`config.mk`:
```
export PLATFORM = sky130hd
export DESIGN_NAME = i2c_cmd_sequencer_flat
export DESIGN_NICKNAME = d
export VERILOG_FILES = /design/src/rtl/i2c_seq_pkg.sv /design/src/rtl/i2c_cmd_sequencer_if.sv /design/src/rtl/i2c_cmd_fifo.sv /design/src/rtl/i2c_cmd_sequencer.sv /design/src/flat_wrapper.sv
export SDC_FILE = /design/constraint.sdc
export NUM_CORES = 1
export LEC_CHECK = 0
export CORE_MARGIN = 4
export CORE_UTILIZATION = 50
export DETAILED_ROUTE_END_ITERATION = 8
export HOLD_SLACK_MARGIN = 0.03
export PLACE_DENSITY = 0.75
export SLEW_MARGIN = 20
export SYNTH_ARGS = -nofsm -noshare
export SYNTH_HDL_FRONTEND = slang
export SYNTH_SLANG_ARGS = --single-unit
```
`constraint.sdc`:
```
create_clock -name i_sys_clk -period 2.62 [get_ports i_sys_clk]
set_input_delay 0.786 -clock i_sys_clk [delete_from_list [all_inputs] [get_ports i_sys_clk]]
set_output_delay 0.786 -clock i_sys_clk [all_outputs]
set_load 0.01 [all_outputs]
```
`src/rtl/i2c_seq_pkg.sv`:
```
// rtl/i2c_seq_pkg.sv - shared types and constants for the I2C command sequencer
package i2c_seq_pkg;

    typedef enum logic [1:0] {
        ST_IDLE   = 2'd0,
        ST_LAUNCH = 2'd1,
        ST_WAIT   = 2'd2,
        ST_GAP    = 2'd3
    } seq_state_e;

    localparam logic [1:0] RSP_OK      = 2'b00;
    localparam logic [1:0] RSP_NACK    = 2'b01;
    localparam logic [1:0] RSP_TIMEOUT = 2'b10;

    localparam int CMD_W = 20;

    // FIFO entry layout {rd, dev, word, data}
    typedef struct packed {
        logic       rd;
        logic [2:0] dev;
        logic [7:0] word;
        logic [7:0] data;
    } cmd_t;

endpackage

```
`src/rtl/i2c_cmd_sequencer_if.sv`:
```
// rtl/i2c_cmd_sequencer_if.sv - command, engine and response signals of the sequencer
// slave : sequencer side (commands/engine results in, engine controls/responses out)
// master: host/engine side
interface i2c_cmd_sequencer_if;
    logic       i_cmd_valid;
    logic       o_cmd_ready;
    logic       i_cmd_rd;
    logic [2:0] i_cmd_dev;
    logic [7:0] i_cmd_word;
    logic [7:0] i_cmd_data;
    logic       o_wr_start_flag;
    logic       o_rd_start_flag;
    logic [2:0] o_device_addr;
    logic [7:0] o_word_addr;
    logic [7:0] o_wr_data;
    logic       i_i2c_done;
    logic       i_i2c_nack;
    logic [7:0] i_rd_data;
    logic       o_rsp_valid;
    logic [7:0] o_rsp_data;
    logic [1:0] o_rsp_err;
    logic       o_busy;

    modport slave (
        input  i_cmd_valid, i_cmd_rd, i_cmd_dev, i_cmd_word, i_cmd_data,
        input  i_i2c_done, i_i2c_nack, i_rd_data,
        output o_cmd_ready, o_wr_start_flag, o_rd_start_flag,
        output o_device_addr, o_word_addr, o_wr_data,
        output o_rsp_valid, o_rsp_data, o_rsp_err, o_busy
    );

    modport master (
        output i_cmd_valid, i_cmd_rd, i_cmd_dev, i_cmd_word, i_cmd_data,
        output i_i2c_done, i_i2c_nack, i_rd_data,
        input  o_cmd_ready, o_wr_start_flag, o_rd_start_flag,
        input  o_device_addr, o_word_addr, o_wr_data,
        input  o_rsp_valid, o_rsp_data, o_rsp_err, o_busy
    );
endinterface

```
`src/rtl/i2c_cmd_fifo.sv`:
```
// rtl/i2c_cmd_fifo.sv - synchronous FIFO (power-of-two DEPTH), full/empty from registered count
// Ports: clk, rst (async active-high), push_i/wdata_i, pop_i/rdata_o (head, show-ahead), full_o, empty_o
module i2c_cmd_fifo #(
    parameter int DEPTH = 4,
    parameter int WIDTH = 20
) (
    input  logic             clk,
    input  logic             rst,
    input  logic             push_i,
    input  logic [WIDTH-1:0] wdata_i,
    input  logic             pop_i,
    output logic [WIDTH-1:0] rdata_o,
    output logic             full_o,
    output logic             empty_o
);
    localparam int AW = (DEPTH > 1) ? $clog2(DEPTH) : 1;
    localparam logic [AW:0] FULL_CNT = (AW+1)'(DEPTH);

    logic [WIDTH-1:0] mem_q [DEPTH];
    logic [AW-1:0]    wr_ptr_q, rd_ptr_q;
    logic [AW:0]      count_q;
    logic             do_push, do_pop;

    assign full_o  = (count_q == FULL_CNT);
    assign empty_o = (count_q == '0);
    assign do_push = push_i && !full_o;
    assign do_pop  = pop_i && !empty_o;
    assign rdata_o = mem_q[rd_ptr_q];

    always_ff @(posedge clk or posedge rst) begin
        if (rst) begin
            wr_ptr_q <= '0;
            rd_ptr_q <= '0;
            count_q  <= '0;
        end else begin
            if (do_push) wr_ptr_q <= wr_ptr_q + AW'(1);
            if (do_pop)  rd_ptr_q <= rd_ptr_q + AW'(1);
            count_q <= count_q + (AW+1)'(do_push) - (AW+1)'(do_pop);
        end
    end

    // Storage needs no reset: entries are only read once counted in
    always_ff @(posedge clk) begin
        if (do_push) mem_q[wr_ptr_q] <= wdata_i;
    end
endmodule

```
`src/rtl/i2c_cmd_sequencer.sv`:
```
// rtl/i2c_cmd_sequencer.sv - queues I2C byte commands, launches them on the engine, returns ordered responses
// Ports: i_sys_clk, i_rst (async active-high), bus (slave modport: command in, engine control/result, response out, busy)
module i2c_cmd_sequencer
    import i2c_seq_pkg::*;
#(
    parameter int FIFO_DEPTH     = 4,
    parameter int TIMEOUT_CYCLES = 200000,
    parameter int GAP_CYCLES     = 10
) (
    input logic                  i_sys_clk,
    input logic                  i_rst,
    i2c_cmd_sequencer_if.slave   bus
);
    localparam int TO_W  = (TIMEOUT_CYCLES > 1) ? $clog2(TIMEOUT_CYCLES) : 1;
    localparam int GAP_W = (GAP_CYCLES > 0) ? $clog2(GAP_CYCLES + 1) : 1;
    localparam int CNT_W = (TO_W > GAP_W) ? TO_W : GAP_W;
    localparam logic [CNT_W-1:0] TO_LAST  = CNT_W'(TIMEOUT_CYCLES - 1);
    // GAP_CYCLES=0 still spends one cycle in GAP
    localparam logic [CNT_W-1:0] GAP_LAST = CNT_W'((GAP_CYCLES > 0) ? GAP_CYCLES - 1 : 0);

    seq_state_e       state_q, state_d;
    logic [CNT_W-1:0] cnt_q, cnt_d;
    logic             alive_q;
    logic             wr_start_q, wr_start_d, rd_start_q, rd_start_d;
    logic             cmd_rd_q, cmd_rd_d;
    logic [2:0]       dev_q, dev_d;
    logic [7:0]       word_q, word_d, wdata_q, wdata_d;
    logic             rsp_valid_q, rsp_valid_d;
    logic [7:0]       rsp_data_q, rsp_data_d;
    logic [1:0]       rsp_err_q, rsp_err_d;

    logic             push, pop, full, empty;
    cmd_t             push_entry, head;

    // Ready is held low until the first clock after reset release
    assign bus.o_cmd_ready = alive_q && !full;
    assign push            = bus.i_cmd_valid && bus.o_cmd_ready;
    assign push_entry      = '{rd: bus.i_cmd_rd, dev: bus.i_cmd_dev,
                               word: bus.i_cmd_word, data: bus.i_cmd_data};

    i2c_cmd_fifo #(
        .DEPTH (FIFO_DEPTH),
        .WIDTH (CMD_W)
    ) u_fifo (
        .clk     (i_sys_clk),
        .rst     (i_rst),
        .push_i  (push),
        .wdata_i (push_entry),
        .pop_i   (pop),
        .rdata_o (head),
        .full_o  (full),
        .empty_o (empty)
    );

    always_comb begin
        state_d     = state_q;
        cnt_d       = cnt_q;
        wr_start_d  = 1'b0;
        rd_start_d  = 1'b0;
        cmd_rd_d    = cmd_rd_q;
        dev_d       = dev_q;
        word_d      = word_q;
        wdata_d     = wdata_q;
        rsp_valid_d = 1'b0;
        rsp_data_d  = 8'h00;
        rsp_err_d   = RSP_OK;
        pop         = 1'b0;
        case (state_q)
            ST_IDLE: begin
                if (!empty) begin
                    pop        = 1'b1;
                    cmd_rd_d   = head.rd;
                    dev_d      = head.dev;
                    word_d     = head.word;
                    wdata_d    = head.data;
                    rd_start_d = head.rd;
                    wr_start_d = !head.rd;
                    state_d    = ST_LAUNCH;
                end
            end
            ST_LAUNCH: begin
                cnt_d   = '0;
                state_d = ST_WAIT;
            end
            ST_WAIT: begin
                cnt_d = cnt_q + CNT_W'(1);
                // done takes priority over a timeout in the same cycle
                if (bus.i_i2c_done) begin
                    rsp_valid_d = 1'b1;
                    rsp_err_d   = bus.i_i2c_nack ? RSP_NACK : RSP_OK;
                    rsp_data_d  = (cmd_rd_q && !bus.i_i2c_nack) ? bus.i_rd_data : 8'h00;
                    cnt_d       = '0;
                    state_d     = ST_GAP;
                end else if (cnt_q == TO_LAST) begin
                    rsp_valid_d = 1'b1;
                    rsp_err_d   = RSP_TIMEOUT;
                    cnt_d       = '0;
                    state_d     = ST_GAP;
                end
            end
            ST_GAP: begin
                cnt_d = cnt_q + CNT_W'(1);
                if (cnt_q == GAP_LAST) begin
                    cnt_d   = '0;
                    state_d = ST_IDLE;
                end
            end
            default: state_d = ST_IDLE;
        endcase
    end

    always_ff @(posedge i_sys_clk or posedge i_rst) begin
        if (i_rst) begin
            state_q     <= ST_IDLE;
            cnt_q       <= '0;
            alive_q     <= 1'b0;
            wr_start_q  <= 1'b0;
            rd_start_q  <= 1'b0;
            cmd_rd_q    <= 1'b0;
            dev_q       <= '0;
            word_q      <= '0;
            wdata_q     <= '0;
            rsp_valid_q <= 1'b0;
            rsp_data_q  <= '0;
            rsp_err_q   <= RSP_OK;
        end else begin
            state_q     <= state_d;
            cnt_q       <= cnt_d;
            alive_q     <= 1'b1;
            wr_start_q  <= wr_start_d;
            rd_start_q  <= rd_start_d;
            cmd_rd_q    <= cmd_rd_d;
            dev_q       <= dev_d;
            word_q      <= word_d;
            wdata_q     <= wdata_d;
            rsp_valid_q <= rsp_valid_d;
            rsp_data_q  <= rsp_data_d;
            rsp_err_q   <= rsp_err_d;
        end
    end

    assign bus.o_wr_start_flag = wr_start_q;
    assign bus.o_rd_start_flag = rd_start_q;
    assign bus.o_device_addr   = dev_q;
    assign bus.o_word_addr     = word_q;
    assign bus.o_wr_data       = wdata_q;
    assign bus.o_rsp_valid     = rsp_valid_q;
    assign bus.o_rsp_data      = rsp_data_q;
    assign bus.o_rsp_err       = rsp_err_q;
    assign bus.o_busy          = (state_q != ST_IDLE) || !empty;
endmodule
```
`src/flat_wrapper.sv`:
```
// flat-port wrapper written by rule: the top's interface ports become plain ports
module i2c_cmd_sequencer_flat import i2c_seq_pkg::*;
#(
    parameter int FIFO_DEPTH     = 4,
    parameter int TIMEOUT_CYCLES = 200000,
    parameter int GAP_CYCLES     = 10
)
  (i_sys_clk, i_rst, bus_i_cmd_valid, bus_i_cmd_rd, bus_i_cmd_dev, bus_i_cmd_word, bus_i_cmd_data, bus_i_i2c_done, bus_i_i2c_nack, bus_i_rd_data, bus_o_cmd_ready, bus_o_wr_start_flag, bus_o_rd_start_flag, bus_o_device_addr, bus_o_word_addr, bus_o_wr_data, bus_o_rsp_valid, bus_o_rsp_data, bus_o_rsp_err, bus_o_busy);
  i2c_cmd_sequencer_if bus_i ();
  input logic i_sys_clk;
  input logic i_rst;
  input wire logic [$bits(bus_i.i_cmd_valid)-1:0] bus_i_cmd_valid;
  input wire logic [$bits(bus_i.i_cmd_rd)-1:0] bus_i_cmd_rd;
  input wire logic [$bits(bus_i.i_cmd_dev)-1:0] bus_i_cmd_dev;
  input wire logic [$bits(bus_i.i_cmd_word)-1:0] bus_i_cmd_word;
  input wire logic [$bits(bus_i.i_cmd_data)-1:0] bus_i_cmd_data;
  input wire logic [$bits(bus_i.i_i2c_done)-1:0] bus_i_i2c_done;
  input wire logic [$bits(bus_i.i_i2c_nack)-1:0] bus_i_i2c_nack;
  input wire logic [$bits(bus_i.i_rd_data)-1:0] bus_i_rd_data;
  output wire logic [$bits(bus_i.o_cmd_ready)-1:0] bus_o_cmd_ready;
  output wire logic [$bits(bus_i.o_wr_start_flag)-1:0] bus_o_wr_start_flag;
  output wire logic [$bits(bus_i.o_rd_start_flag)-1:0] bus_o_rd_start_flag;
  output wire logic [$bits(bus_i.o_device_addr)-1:0] bus_o_device_addr;
  output wire logic [$bits(bus_i.o_word_addr)-1:0] bus_o_word_addr;
  output wire logic [$bits(bus_i.o_wr_data)-1:0] bus_o_wr_data;
  output wire logic [$bits(bus_i.o_rsp_valid)-1:0] bus_o_rsp_valid;
  output wire logic [$bits(bus_i.o_rsp_data)-1:0] bus_o_rsp_data;
  output wire logic [$bits(bus_i.o_rsp_err)-1:0] bus_o_rsp_err;
  output wire logic [$bits(bus_i.o_busy)-1:0] bus_o_busy;
  assign bus_i.i_cmd_valid = bus_i_cmd_valid;
  assign bus_i.i_cmd_rd = bus_i_cmd_rd;
  assign bus_i.i_cmd_dev = bus_i_cmd_dev;
  assign bus_i.i_cmd_word = bus_i_cmd_word;
  assign bus_i.i_cmd_data = bus_i_cmd_data;
  assign bus_i.i_i2c_done = bus_i_i2c_done;
  assign bus_i.i_i2c_nack = bus_i_i2c_nack;
  assign bus_i.i_rd_data = bus_i_rd_data;
  assign bus_o_cmd_ready = bus_i.o_cmd_ready;
  assign bus_o_wr_start_flag = bus_i.o_wr_start_flag;
  assign bus_o_rd_start_flag = bus_i.o_rd_start_flag;
  assign bus_o_device_addr = bus_i.o_device_addr;
  assign bus_o_word_addr = bus_i.o_word_addr;
  assign bus_o_wr_data = bus_i.o_wr_data;
  assign bus_o_rsp_valid = bus_i.o_rsp_valid;
  assign bus_o_rsp_data = bus_i.o_rsp_data;
  assign bus_o_rsp_err = bus_i.o_rsp_err;
  assign bus_o_busy = bus_i.o_busy;
  i2c_cmd_sequencer #(.FIFO_DEPTH(FIFO_DEPTH), .TIMEOUT_CYCLES(TIMEOUT_CYCLES), .GAP_CYCLES(GAP_CYCLES)) u_core (.i_sys_clk(i_sys_clk), .i_rst(i_rst), .bus(bus_i));
endmodule
```
==> summary.txt <==
Finish
  – Fin util: between 60 and 70%
  – Filler cells: 811
  – Design area: approximately 7400 µm²
  – Footprint of the multi-input gates: 1830 µm²
  – Finished Layout Cells: 621
  – Fraction of layout cells with a size suffix above 1: about a fifth
  – Reg area: 3930 µm²
  – Diodes inserted: 0
  – Nets@finish: 511
  – Area grow syn2layout: 25.7%

Floorplan
  – Die area: around 14000 µm²
  – Initial Utilization: approximately half
  – Site row count: 39
  – Ports: 67
  – Die Width: between 100 and 150 µm
  – Chip height: 116 µm
  – Core Area: 11500 µm²

Timing
  – Final Cycle Share: a little over nine tenths
  – Worst-margin pin slew: 0.548 ns
  – Slew Viols, Final: 0
  – Endpoints failing setup: 0
  – Max-Slew Margin vs Limit: 63.1%
  – Final critical-path required period: between 2 and 3 ns
  – Setup Skew: 0.00730 ns
  – Highest clock rate: 397 MHz
  – WHS: 0.506 ns
  – RSZ-0062 raised after global routing: false
  – Final-report hold violation count: 0

Clock tree
  – CTS tree: yes
  – TritonCTS Sinks: ~140
  – CTS root buf: clkbuf_16
  – CTS Hold Buffers Added: 0
  – Longest Clk Path Bufs: 2
  – Clock Latency Late Sink: approximately 0.41 ns
  – H-tree depth: 4
  – Cts bufs inserted: 17
  – Setup Buffers After CTS: 0
  – CTS resizes: 1
  – Clock Pin Slew Worst Setup and Hold Paths: 0.06 ns

Synthesis
  – Netlist cell types: 49
  – Number of synthesized flops with an enable pin: 80
  – Syn Area/Cell: about 15 µm²
  – Main flop type after synthesis: edfxtp_1
  – Yosys reg bits: 141
  – Post-Syn Nets: 425
  – Ys Warns: 0
  – Post-synth ARST share: 43.3%
  – Synth Instances: 379
  – Syn Std Cell Area: about 5900 µm²
  – Sequential share of the synthesized area: 66.9%

Power
  – Clock power share: 29.0%
  – Cell Int Power: 5.35 mW
  – VDD IR max: between 0.5 and 0.6 mV
  – Sw frac: 29.2%
  – Total power: 7.56 mW
  – Pwr Density: 1020 nW/µm²
  – P_leak: 2.76 nW
  – Sequential Power Share: between 40% and 50%
  – Psw: 2.20 mW
  – Logic pwr share: a little under a third

Setup path
  – CP startpoint kind: flop
  – Crit Path Category: flop to primary output
  – WP data arrival: 1.74 ns
  – Required time of the critical path: about 1.8 ns
  – Critical path peak fanout: 4
  – Critical Path Start: u_core.state_q[0]$_DFFE_PP0P_
  – R2R Setup Slk: 0.32 ns
  – FF-to-FF Start: u_core.cnt_q[12]$_DFFE_PP0N_
  – CP endpoint kind: primary output

GRT
  – Grt total ovfl: 0
  – Antenna violations before repair: 0
  – Vias in the first global route: 3548
  – First-pass GRT wire length: 18700 µm
  – Pin count of the biggest net entering global routing: 62
  – GR Util All Layers: a little under a fifth

Place
  – Placer Congestion: 0.875
  – Number of port buffers: 66
  – Dpl cell area: roughly 6800 µm²
  – Final HPWL from detailed placement: just over 7000 µm
  – DP Cell Count: 589

Worst hold path
  – Min-delay worst type: flop to flop
  – Min-delay src: u_core.bus.o_wr_data[3]$_DFFE_PP0P_

Run status
  – Outcome: completed

Routing
  – Drt total wl: 11400 µm
  – Post-route ant nets: 0
  – First-pass DRT Iterations: 4
  – Vias per cell: between 5 and 6
  – DR iter-0 viols: about 190
  – Drt drc: 0
  – Via Count: 3426
  – Wire per inst: 18.3 µm

Run
  – # Max-Cap Violations: 0
synth_stat cells, types with 4 or more instances:
library cell  instances  area share [%]
mux2_2               20             3.8
mux2i_1               4            0.68
nand3_1               8            0.68
inv_1                14            0.90
a21oi_1               7            0.60
edfxtp_1             80              41
nand2_1              24             1.5
nor2_1               10            0.64
mux4_2               20             7.7
clkbuf_1              8            0.51
nor4_1                4            0.43
dfrtp_1              61              26
nor3_1               11            0.94
and2_1               14             1.5
ha_1                 12             2.6
xnor2_1               5            0.75
nand4_1               4            0.43
o31ai_1               6            0.77
a31oi_1               4            0.43
nor2b_1               6            0.64
and3_1                5            0.53
o21ai_0               9            0.77
or4_1                 5            0.64
or3_1                 5            0.53
registers in the layout (all words and copies together) (netlist names), 2 cells and up:
name                      flops
u_core.bus.o_word_addr        8
u_core.u_fifo.mem_q          80
u_core.bus.o_wr_data          8
u_core.bus.o_rsp_data         8
u_core.bus.o_rsp_err          2
u_core.cnt_q                 18
u_core.bus.o_device_addr      3
u_core.u_fifo.rd_ptr_q        2
u_core.u_fifo.count_q         3
u_core.state_q                2
u_core.u_fifo.wr_ptr_q        2
layout by cell type, fill, tap and decap left out, types with 2 or more instances in the layout:
| cell | instances |
|---|---|
| o211ai_1 | 2 |
| nand3_1 | 8 |
| nor4_1 | 4 |
| clkdlybuf4s50_1 | 66 |
| mux2i_1 | 4 |
| clkbuf_16 | 17 |
| o21ai_0 | 9 |
| clkbuf_1 | 2 |
| clkinv_4 | 2 |
| edfxtp_1 | 80 |
| and2_1 | 14 |
| buf_4 | 11 |
| nor2b_1 | 6 |
| nand2b_1 | 2 |
| mux4_2 | 20 |
| clkinvlp_4 | 2 |
| mux2_2 | 20 |
| or4_1 | 5 |
| nor3_1 | 10 |
| xnor2_1 | 5 |
| inv_1 | 13 |
| nand2_1 | 24 |
| ha_1 | 11 |
| a31o_2 | 3 |
| or3_1 | 5 |
| clkinv_2 | 3 |
| a31oi_1 | 4 |
| o31ai_1 | 6 |
| and4b_1 | 2 |
| a21oi_1 | 7 |
| dfrtp_1 | 60 |
| nand4_1 | 4 |
| nor2_1 | 10 |
| clkinv_1 | 3 |
| buf_12 | 5 |
| and3_1 | 5 |
through the flow:
stage / setup TNS [ns] / setup WS (ns)
floorplan: 0 / 0.0319
global placement: -0.0646 / -0.0646
detailed placement: -0.143 / -0.143
CTS: 0 / 0.00558
global route: 0 / 0.00695
finish: 0 / 0.0984
power by group through the flow:
stage | Clock (mW) | Sequential, mW | Combinational [mW]
after global routing | 2.34 | 3.11 | 2.52
after CTS | 2.22 | 3.07 | 2.36
after detailed placement | 0 | 3.09 | 2.32
final | 2.19 | 3.06 | 2.31
after global placement | 0 | 3.07 | 2.26
after floorplan | 0 | 3.06 | 1.40
critical path: stages (launching register included):
cell	delay [ns]
dfrtp_1	0.38
inv_1	0.13
ha_1	0.25
nand2_1	0.09
clkdlybuf4s50_1	0.48
cell families (layout without fill, tap and decap cells):
group	count (synthesis)	count (layout)	share of synthesized area, %
other cells	1	1	0.0639
xor+xnor	5	5	0.746
fa+ha+maj	13	13	2.90
flops	141	141	66.9
simple gates	107	107	10.4
buf+inv	29	128	2.05
compound gates	38	38	4.56
mux	45	45	12.4
routing by layer:
layer	vias up	share of wire, %	wire, µm	GRT usage, %
li1	1604	-	-	-
met1	1729	41	4670	22.4
met2	73	54	6090	32.9
met3	20	3.7	422	4.30
met4	0	1.7	194	6.57
met5	-	0	0	0
worst paths after layout:
path                                                        to  cells past startpoint
max                                                 bus_o_busy                      4
min                        u_core.bus.o_wr_data[3]$_DFFE_PP0P_                      1
max reg2reg                      u_core.state_q[1]$_DFFE_PP0P_                      6
min reg2reg                u_core.bus.o_wr_data[3]$_DFFE_PP0P_                      1
max in group asynchronous   u_core.u_fifo.count_q[1]$_DFF_PP0_                      3
min in group asynchronous   u_core.bus.o_rsp_data[1]$_DFF_PP0_                      3
layout make-up:
cell class	count	area share, %
Clock buffer	20	6.05
Clock inverter	12	1.32
Sequential cell	141	53.3
Tap cell	143	2.43
Inverter	14	0.712
Timing Repair Buffer	82	11.4
Multi-Input combinational cell	209	24.8
(Power assumes the default switching activity.)
